$ cat src/rtl/cpu_pkg.sv
// Shared core definitions: stage payload layouts that callers pack into a
// pipe_stage_buf s_data bus, plus the default build settings for those buffers.
package cpu_pkg;

  // Entries per stage buffer; two is the smallest depth that still
  // sustains one transfer every cycle.
  localparam int PIPE_DEPTH_DEFAULT = 2;

  // Single-cycle builds collapse every stage buffer into wires.
  // Callers pass this value as PASS when they instantiate pipe_stage_buf.
`ifdef SINGLE_CYCLE
  localparam int PIPE_PASS_BUILD = 1;
`else
  localparam int PIPE_PASS_BUILD = 0;
`endif

  // Execute -> memory stage payload
  typedef struct packed {
    logic [31:0] pc;
    logic [31:0] alu_result;
    logic [31:0] store_data;
    logic [4:0]  rd;
    logic        reg_write;
    logic        mem_read;
    logic        mem_write;
    logic [1:0]  mem_size;
    logic        mem_unsigned;
  } xm_payload_t;

  // Memory -> writeback stage payload
  typedef struct packed {
    logic [31:0] pc;
    logic [31:0] wb_data;
    logic [4:0]  rd;
    logic        reg_write;
  } mw_payload_t;

endpackage

$ cat src/rtl/pipe_stage_buf.sv
// Pipeline stage buffer: a small circular queue with valid/ready handshakes on
// both sides, a flush that squashes everything in flight, and a PASS option
// that turns the block into plain wires for single-cycle builds.
module pipe_stage_buf
  import cpu_pkg::*;
#(
  parameter int WIDTH = 128,
  parameter int DEPTH = PIPE_DEPTH_DEFAULT,
  parameter int PASS  = 0
) (
  input  logic                       clk,
  input  logic                       rst,
  input  logic                       flush,
  input  logic                       s_valid,
  output logic                       s_ready,
  input  logic [WIDTH-1:0]           s_data,
  output logic                       m_valid,
  input  logic                       m_ready,
  output logic [WIDTH-1:0]           m_data,
  output logic [$clog2(DEPTH+1)-1:0] count
);

  localparam int CW = $clog2(DEPTH + 1);
  localparam int PW = (DEPTH > 1) ? $clog2(DEPTH) : 1;

  generate
    if (PASS != 0) begin : g_pass

      // No storage: the handshake and payload flow straight through, and the
      // clock, reset and flush are deliberately ignored.
      logic unused_ctrl;

      assign s_ready     = m_ready;
      assign m_valid     = s_valid;
      assign m_data      = s_data;
      assign count       = '0;
      assign unused_ctrl = ^{clk, rst, flush};

    end else begin : g_buf

      logic [WIDTH-1:0] mem [DEPTH];
      logic [PW-1:0]    rd_ptr;
      logic [PW-1:0]    wr_ptr;
      logic [PW-1:0]    rd_ptr_next;
      logic [PW-1:0]    wr_ptr_next;
      logic [CW-1:0]    cnt;
      logic             push;
      logic             pop;

      // Handshake flags come only from registered occupancy, so s_ready never
      // depends on m_ready and there is no empty-buffer bypass path.
      always_comb begin
        s_ready = (cnt != CW'(DEPTH));
        m_valid = (cnt != '0);
        m_data  = mem[rd_ptr];
        count   = cnt;
        push    = s_valid && s_ready;
        pop     = m_valid && m_ready;
      end

      // Pointers wrap explicitly at DEPTH-1 so non-power-of-two depths work.
      always_comb begin
        rd_ptr_next = (rd_ptr == PW'(DEPTH - 1)) ? '0 : rd_ptr + PW'(1);
        wr_ptr_next = (wr_ptr == PW'(DEPTH - 1)) ? '0 : wr_ptr + PW'(1);
      end

      // Queue state: reset clears storage too, flush only empties the queue
      // and wins over any transfer offered in the same cycle.
      always_ff @(posedge clk) begin
        if (rst) begin
          cnt    <= '0;
          rd_ptr <= '0;
          wr_ptr <= '0;
          for (int i = 0; i < DEPTH; i++) begin
            mem[i] <= '0;
          end
        end else if (flush) begin
          cnt    <= '0;
          rd_ptr <= '0;
          wr_ptr <= '0;
        end else begin
          if (push) begin
            mem[wr_ptr] <= s_data;
            wr_ptr      <= wr_ptr_next;
          end
          if (pop) begin
            rd_ptr <= rd_ptr_next;
          end
          if (push && !pop) begin
            cnt <= cnt + CW'(1);
          end else if (pop && !push) begin
            cnt <= cnt - CW'(1);
          end
        end
      end

    end
  endgenerate

endmodule
$ cat config.mk
export PLATFORM = sky130hd
export DESIGN_NAME = pipe_stage_buf
export DESIGN_NICKNAME = d
export VERILOG_FILES = /design/src/rtl/cpu_pkg.sv /design/src/rtl/pipe_stage_buf.sv
export SDC_FILE = /design/constraint.sdc
export NUM_CORES = 1
export LEC_CHECK = 0
export BUFFER_PORTS_ARGS = -buffer_cell sky130_fd_sc_hd__buf_2
export CAP_MARGIN = 0
export CORE_UTILIZATION = 45
export DETAILED_ROUTE_END_ITERATION = 16
export GPL_TIMING_DRIVEN = 1
export PLACE_DENSITY = 0.67
export SLEW_MARGIN = 20
export SYNTH_ARGS = -nofsm -noshare
export SYNTH_HDL_FRONTEND = slang
export SYNTH_SLANG_ARGS = --single-unit
$ cat constraint.sdc
create_clock -name clk -period 3.55 [get_ports clk]
set_clock_uncertainty 0.1 [all_clocks]
set_input_delay 0.355 -clock clk [delete_from_list [all_inputs] [get_ports clk]]
set_output_delay 0.355 -clock clk [all_outputs]
set_load 0.005 [all_outputs]
== Yosys cells after proc, flatten, opt, wreduce, memory -nomap -nowiden ==
Memories as Yosys holds them, arrays and structs flattened. A register that Yosys moved wholly into a read port is not among the register bits.
Index checks and enable logic that the tools add are counted.

* Reduce and logical (&&, ||, !) cells: 10
* $add $sub $neg: 4
* Eq/ne operators: 1
* Multiplexer cells: 15

{| class="wikitable"
|+ Operators with widths
! cell !! number
|-
| 128-bit two-way mux || 1
|-
| 128-bit OR reduction || 1
|-
| 1-bit two-way mux || 12
|-
| 1-bit logical AND || 4
|-
| 2-bit two-way mux || 2
|-
| 2-bit nonzero test || 2
|-
| 1-bit adder, second input constant || 2
|-
| 2-bit by 1-bit adder with 2-bit output, second input constant || 1
|-
| 1-bit zero test || 2
|-
| 2-bit inequality test, second input constant || 1
|-
| 2-bit OR reduction || 1
|-
| 2-bit by 1-bit subtractor with 2-bit output, second input constant || 1
|}

* Memories kept: 1
* Register bits after elaboration: 4
* Bits of input ports: 133
* RAM bits: 256
* Output and inout port bits: 132
* Logic and storage cells: 34

{| class="wikitable"
|+ Memories
! memory !! words !! bits a word !! read ports !! clocked after Yosys merged registers in !! write ports !! RTL line !! text
|-
| g_buf.mem || 2 || 128 || 1 || 1 || 2 || pipe_stage_buf.sv:41 || <nowiki>logic [WIDTH-1:0] mem [DEPTH];</nowiki>
|}

== Logic depth before layout (Yosys ltp) ==
* Depth after elaboration: 8
* Gate-level depth with buffers: 6
* Depth with buffers taken out: 6

== Worst setup path after synthesis ==
No wires, ideal clock.

* Path kind: input to register
* Start point: input flush
* End point: memory g_buf.mem[1][0], enable pin
* Library setup time: 0.433 ns
* Data arrival time: 2.670 ns
* Setup slack: 0.347 ns
* Buffers on the path: 2
* Cell stages on the path: 5
* Path through: or2_0 -> buf_2 -> nor4_4 -> buf_2 -> or2_2

{| class="wikitable"
|+ RTL lines
! element !! RTL line !! text
|-
| start: declaration || pipe_stage_buf.sv:13 || <nowiki>input logic flush,</nowiki>
|-
| end: declaration || pipe_stage_buf.sv:41 ||
|}

==> metrics.md <==
| Metric | Value |
|---|---|
| Vias after detailed routing | a little under 7000 |
| # setup viols final | 0 |
| Critical Setup Path Class | reg2out |
| Starting Density | 46.1% |
| Initial antenna violation count | 0 |
| RSZ-0062 raised after global routing | false |
| CTS clk-pin slew, worst paths | approximately 0.060 ns |
| RR Endpoint | g_buf.mem[1][47] |
| Grt ovf | 0 |
| CTS tree | yes |
| Final Cycle Share | 76.3% |
| GRT Util Overall | between 10% and 20% |
| Worst Path Max Fanout | 37 |
| Number of global-route vias before repair | 6802 |
| Htree depth | 1 |
| Setup Total Neg Slack | 0 ns |
| Worst-margin pin slew | approximately 0.62 ns |
| Gpl congestion | 0.725 |
| Leakage dissipation | 0.00614 µW |
| Mapped Cells | 713 |
| Yosys warnings | 0 |
| R2R setup slack | 1.42 ns |
| Syn_area_per_cell | 15.8 µm² |
| Row count | 57 |
| Drt via density | between 4 and 5 |
| Final wirelength | 23.3 mm |
| Hold Path Sink | g_buf.mem[0][96] |
| CTS resizes | 0 |
| Post-synthesis cell area | 0.0113 mm² |
| Yosys reg bits | 261 |
| Final min period | 2.71 ns |
| Top Ports | 265 |
| Post-CTS Hold Fix Bufs | about 100 |
| Highest Clock Rate | 0.369 GHz |
| Max VDD drop | 0.362 mV |
| Largest net degree at the start of global routing | 129 |
| Slew Limit Fails | 0 |
| Core Box Area | 0.0245 mm² |
| Slew Limit Headroom | between 50% and 60% |
| Reg-to-Reg Start | count[0] |
| Arr. time, crit path | 2.25 ns |
| CP Launch Type | flip-flop |
| Post-Syn Nets | 847 |
| Clk sinks | between 200 and 300 |
| Post-detail-place hpwl | between 10 and 15 mm |
| I/O Buffers | 264 |
| Worst setup EP type | primary output |
| Post-CTS setup buffers | 0 |
| Worst path required time | 3.09 ns |
| Max-cap violations | 0 |
| CTS Buffer Depth | 3 |
| Ant. Diodes | 0 |
| Skew-Pair Late Insertion Delay | 0.53 ns |
| Routed len/inst | 16.4 µm |
| PwrDens | 474 mW/mm² |
| Initial DRT Pass Iterations | 6 |
| Initial DRC count | approximately 340 |
| Die area | 0.0257 mm² |
| Die Span Y | 160 µm |
| Final Hold Fails | 0 |
| Yosys cell types | 19 |
| Synth-to-Final Area Change | 31.6% |
| WHS | between 0.02 and 0.03 ns |
| Post-synthesis sequential area ratio | between 60% and 70% |
| Final worst slack | approximately 0.84 ns |
| Nets@finish | 1211 |
| DP Worst Slack | 1.15 ns |
| Hold-critical path depth | 2 |
| DRT antenna net count | 0 |
| Die Width | roughly 160 µm |
| Num CTS Buffers | 28 |
| Layout cells sized above 1 | 40.6% |
| Hold Startpoint | s_data[96] |
| Wire length of the first global-routing pass | 36.5 mm |
| DRC | 0 |
| Root buf cell | clkbuf_16 |
| Outcome | completed |
| Reg2reg path depth | 4 |
| Worst hold path type | in2reg |
==> worst max-delay path, stage by stage (launching register included) <==
cell     delay (ns)
dfxtp_4        0.69
buf_4          0.46
mux2_2         0.39
buf_2          0.13
==> metrics by stage <==
step           utilization (%)  instances  total power [µW]  area, µm²
5_1_grt                   60.7       1422              7310      14900
4_1_cts                   60.7       1421              7120      14800
3_3_place_gp              52.7       1266              4190      12900
2_1_floorplan                -        713              3920      11300
3_5_place_dp              52.7       1266              4200      12900
6_report                  60.7       1422              7040      14900
==> power by group <==
part	switching (µW)	leakage, µW	internal [µW]	total [µW]
sequential	42.1	0.00271	3550	3590
combinational	286	0.00299	346	632
clock	1120	0.000445	1710	2820
total	1450	0.00614	5600	7040
==> area by class of cell <==
cell class | instances | area, µm²
multi-input combinational | 406 | 3220
timing repair buffer | 377 | 2520
inverter | 3 | 11.3
sequential | 261 | 7790
clock inverter | 6 | 51.3
clock buffer | 45 | 856
tap | 324 | 405
fill | 1902 | 9610
==> how the worst max path moves through the flow <==
stage                     startpoint               end  slack, ns  cells after the start
after floorplan                flush   g_buf.mem[1][0]       0.35                      5
after global placement           rst  g_buf.mem[1][49]       1.18                      5
after detailed placement         rst  g_buf.mem[1][40]       1.15                      5
after CTS                  flip-flop        m_data[52]       0.80                      3
after global routing       flip-flop        m_data[40]       0.72                      3
final                      flip-flop        m_data[52]       0.84                      3
==> per-layer routing <==
| layer | track usage [%] | share of wire [%] | up-vias |
|---|---|---|---|
| met5 | 0 | 0 | - |
| met4 | 5.24 | 2.4 | 0 |
| met3 | 4.31 | 5.8 | 36 |
| met2 | 31.1 | 51 | 194 |
| met1 | 22.5 | 41 | 3246 |
| li1 | - | - | 3257 |
==> synthesized netlist by cell type (all sizes together) <==
cell	number	area (µm²)
nor4	2	42.5
and2	256	1600
xor2	3	26.3
or3	2	12.5
a21oi	2	10.0
buf	40	265
dfxtp	5	100
or2	4	25.0
mux2	128	1440
clkbuf	3	11.3
ha	1	12.5
inv	3	11.3
edfxtp	256	7690
nor2b	1	8.76
o21ai	3	15.0
nor2	4	15.0
==> cell usage in the layout, fill, tap and decap left out, types with 3 or more instances in the layout <==
| master | n |
|---|---|
| clkinv_1 | 3 |
| buf_2 | 264 |
| inv_1 | 3 |
| buf_12 | 7 |
| and2_1 | 256 |
| o21ai_0 | 3 |
| xor2_1 | 3 |
| dfxtp_1 | 4 |
| clkbuf_1 | 9 |
| dlygate4sd3_1 | 105 |
| nor2_1 | 4 |
| clkbuf_8 | 7 |
| mux2_2 | 128 |
| clkbuf_16 | 29 |
| edfxtp_1 | 256 |
==> state kept, by name (all words and copies together), names as in the netlist, named ones only <==
register and cells:
count 2, g_buf.mem 256, g_buf.rd_ptr 1, g_buf.wr_ptr 1
==> kinds of logic (layout without fill, tap and decap cells) <==
group / Yosys count / count (layout) / share of synthesized area [%]
adder cells (fa/ha/maj): 1 / 1 / 0.111
flip-flops: 261 / 261 / 69.0
multiplexers: 128 / 128 / 12.8
AND/OR/NAND/NOR: 269 / 269 / 15.1
AO/OA/AOI/OAI: 5 / 5 / 0.222
buffers and inverters: 46 / 431 / 2.55
XOR/XNOR: 3 / 3 / 0.233
(Power assumes the default switching activity.)
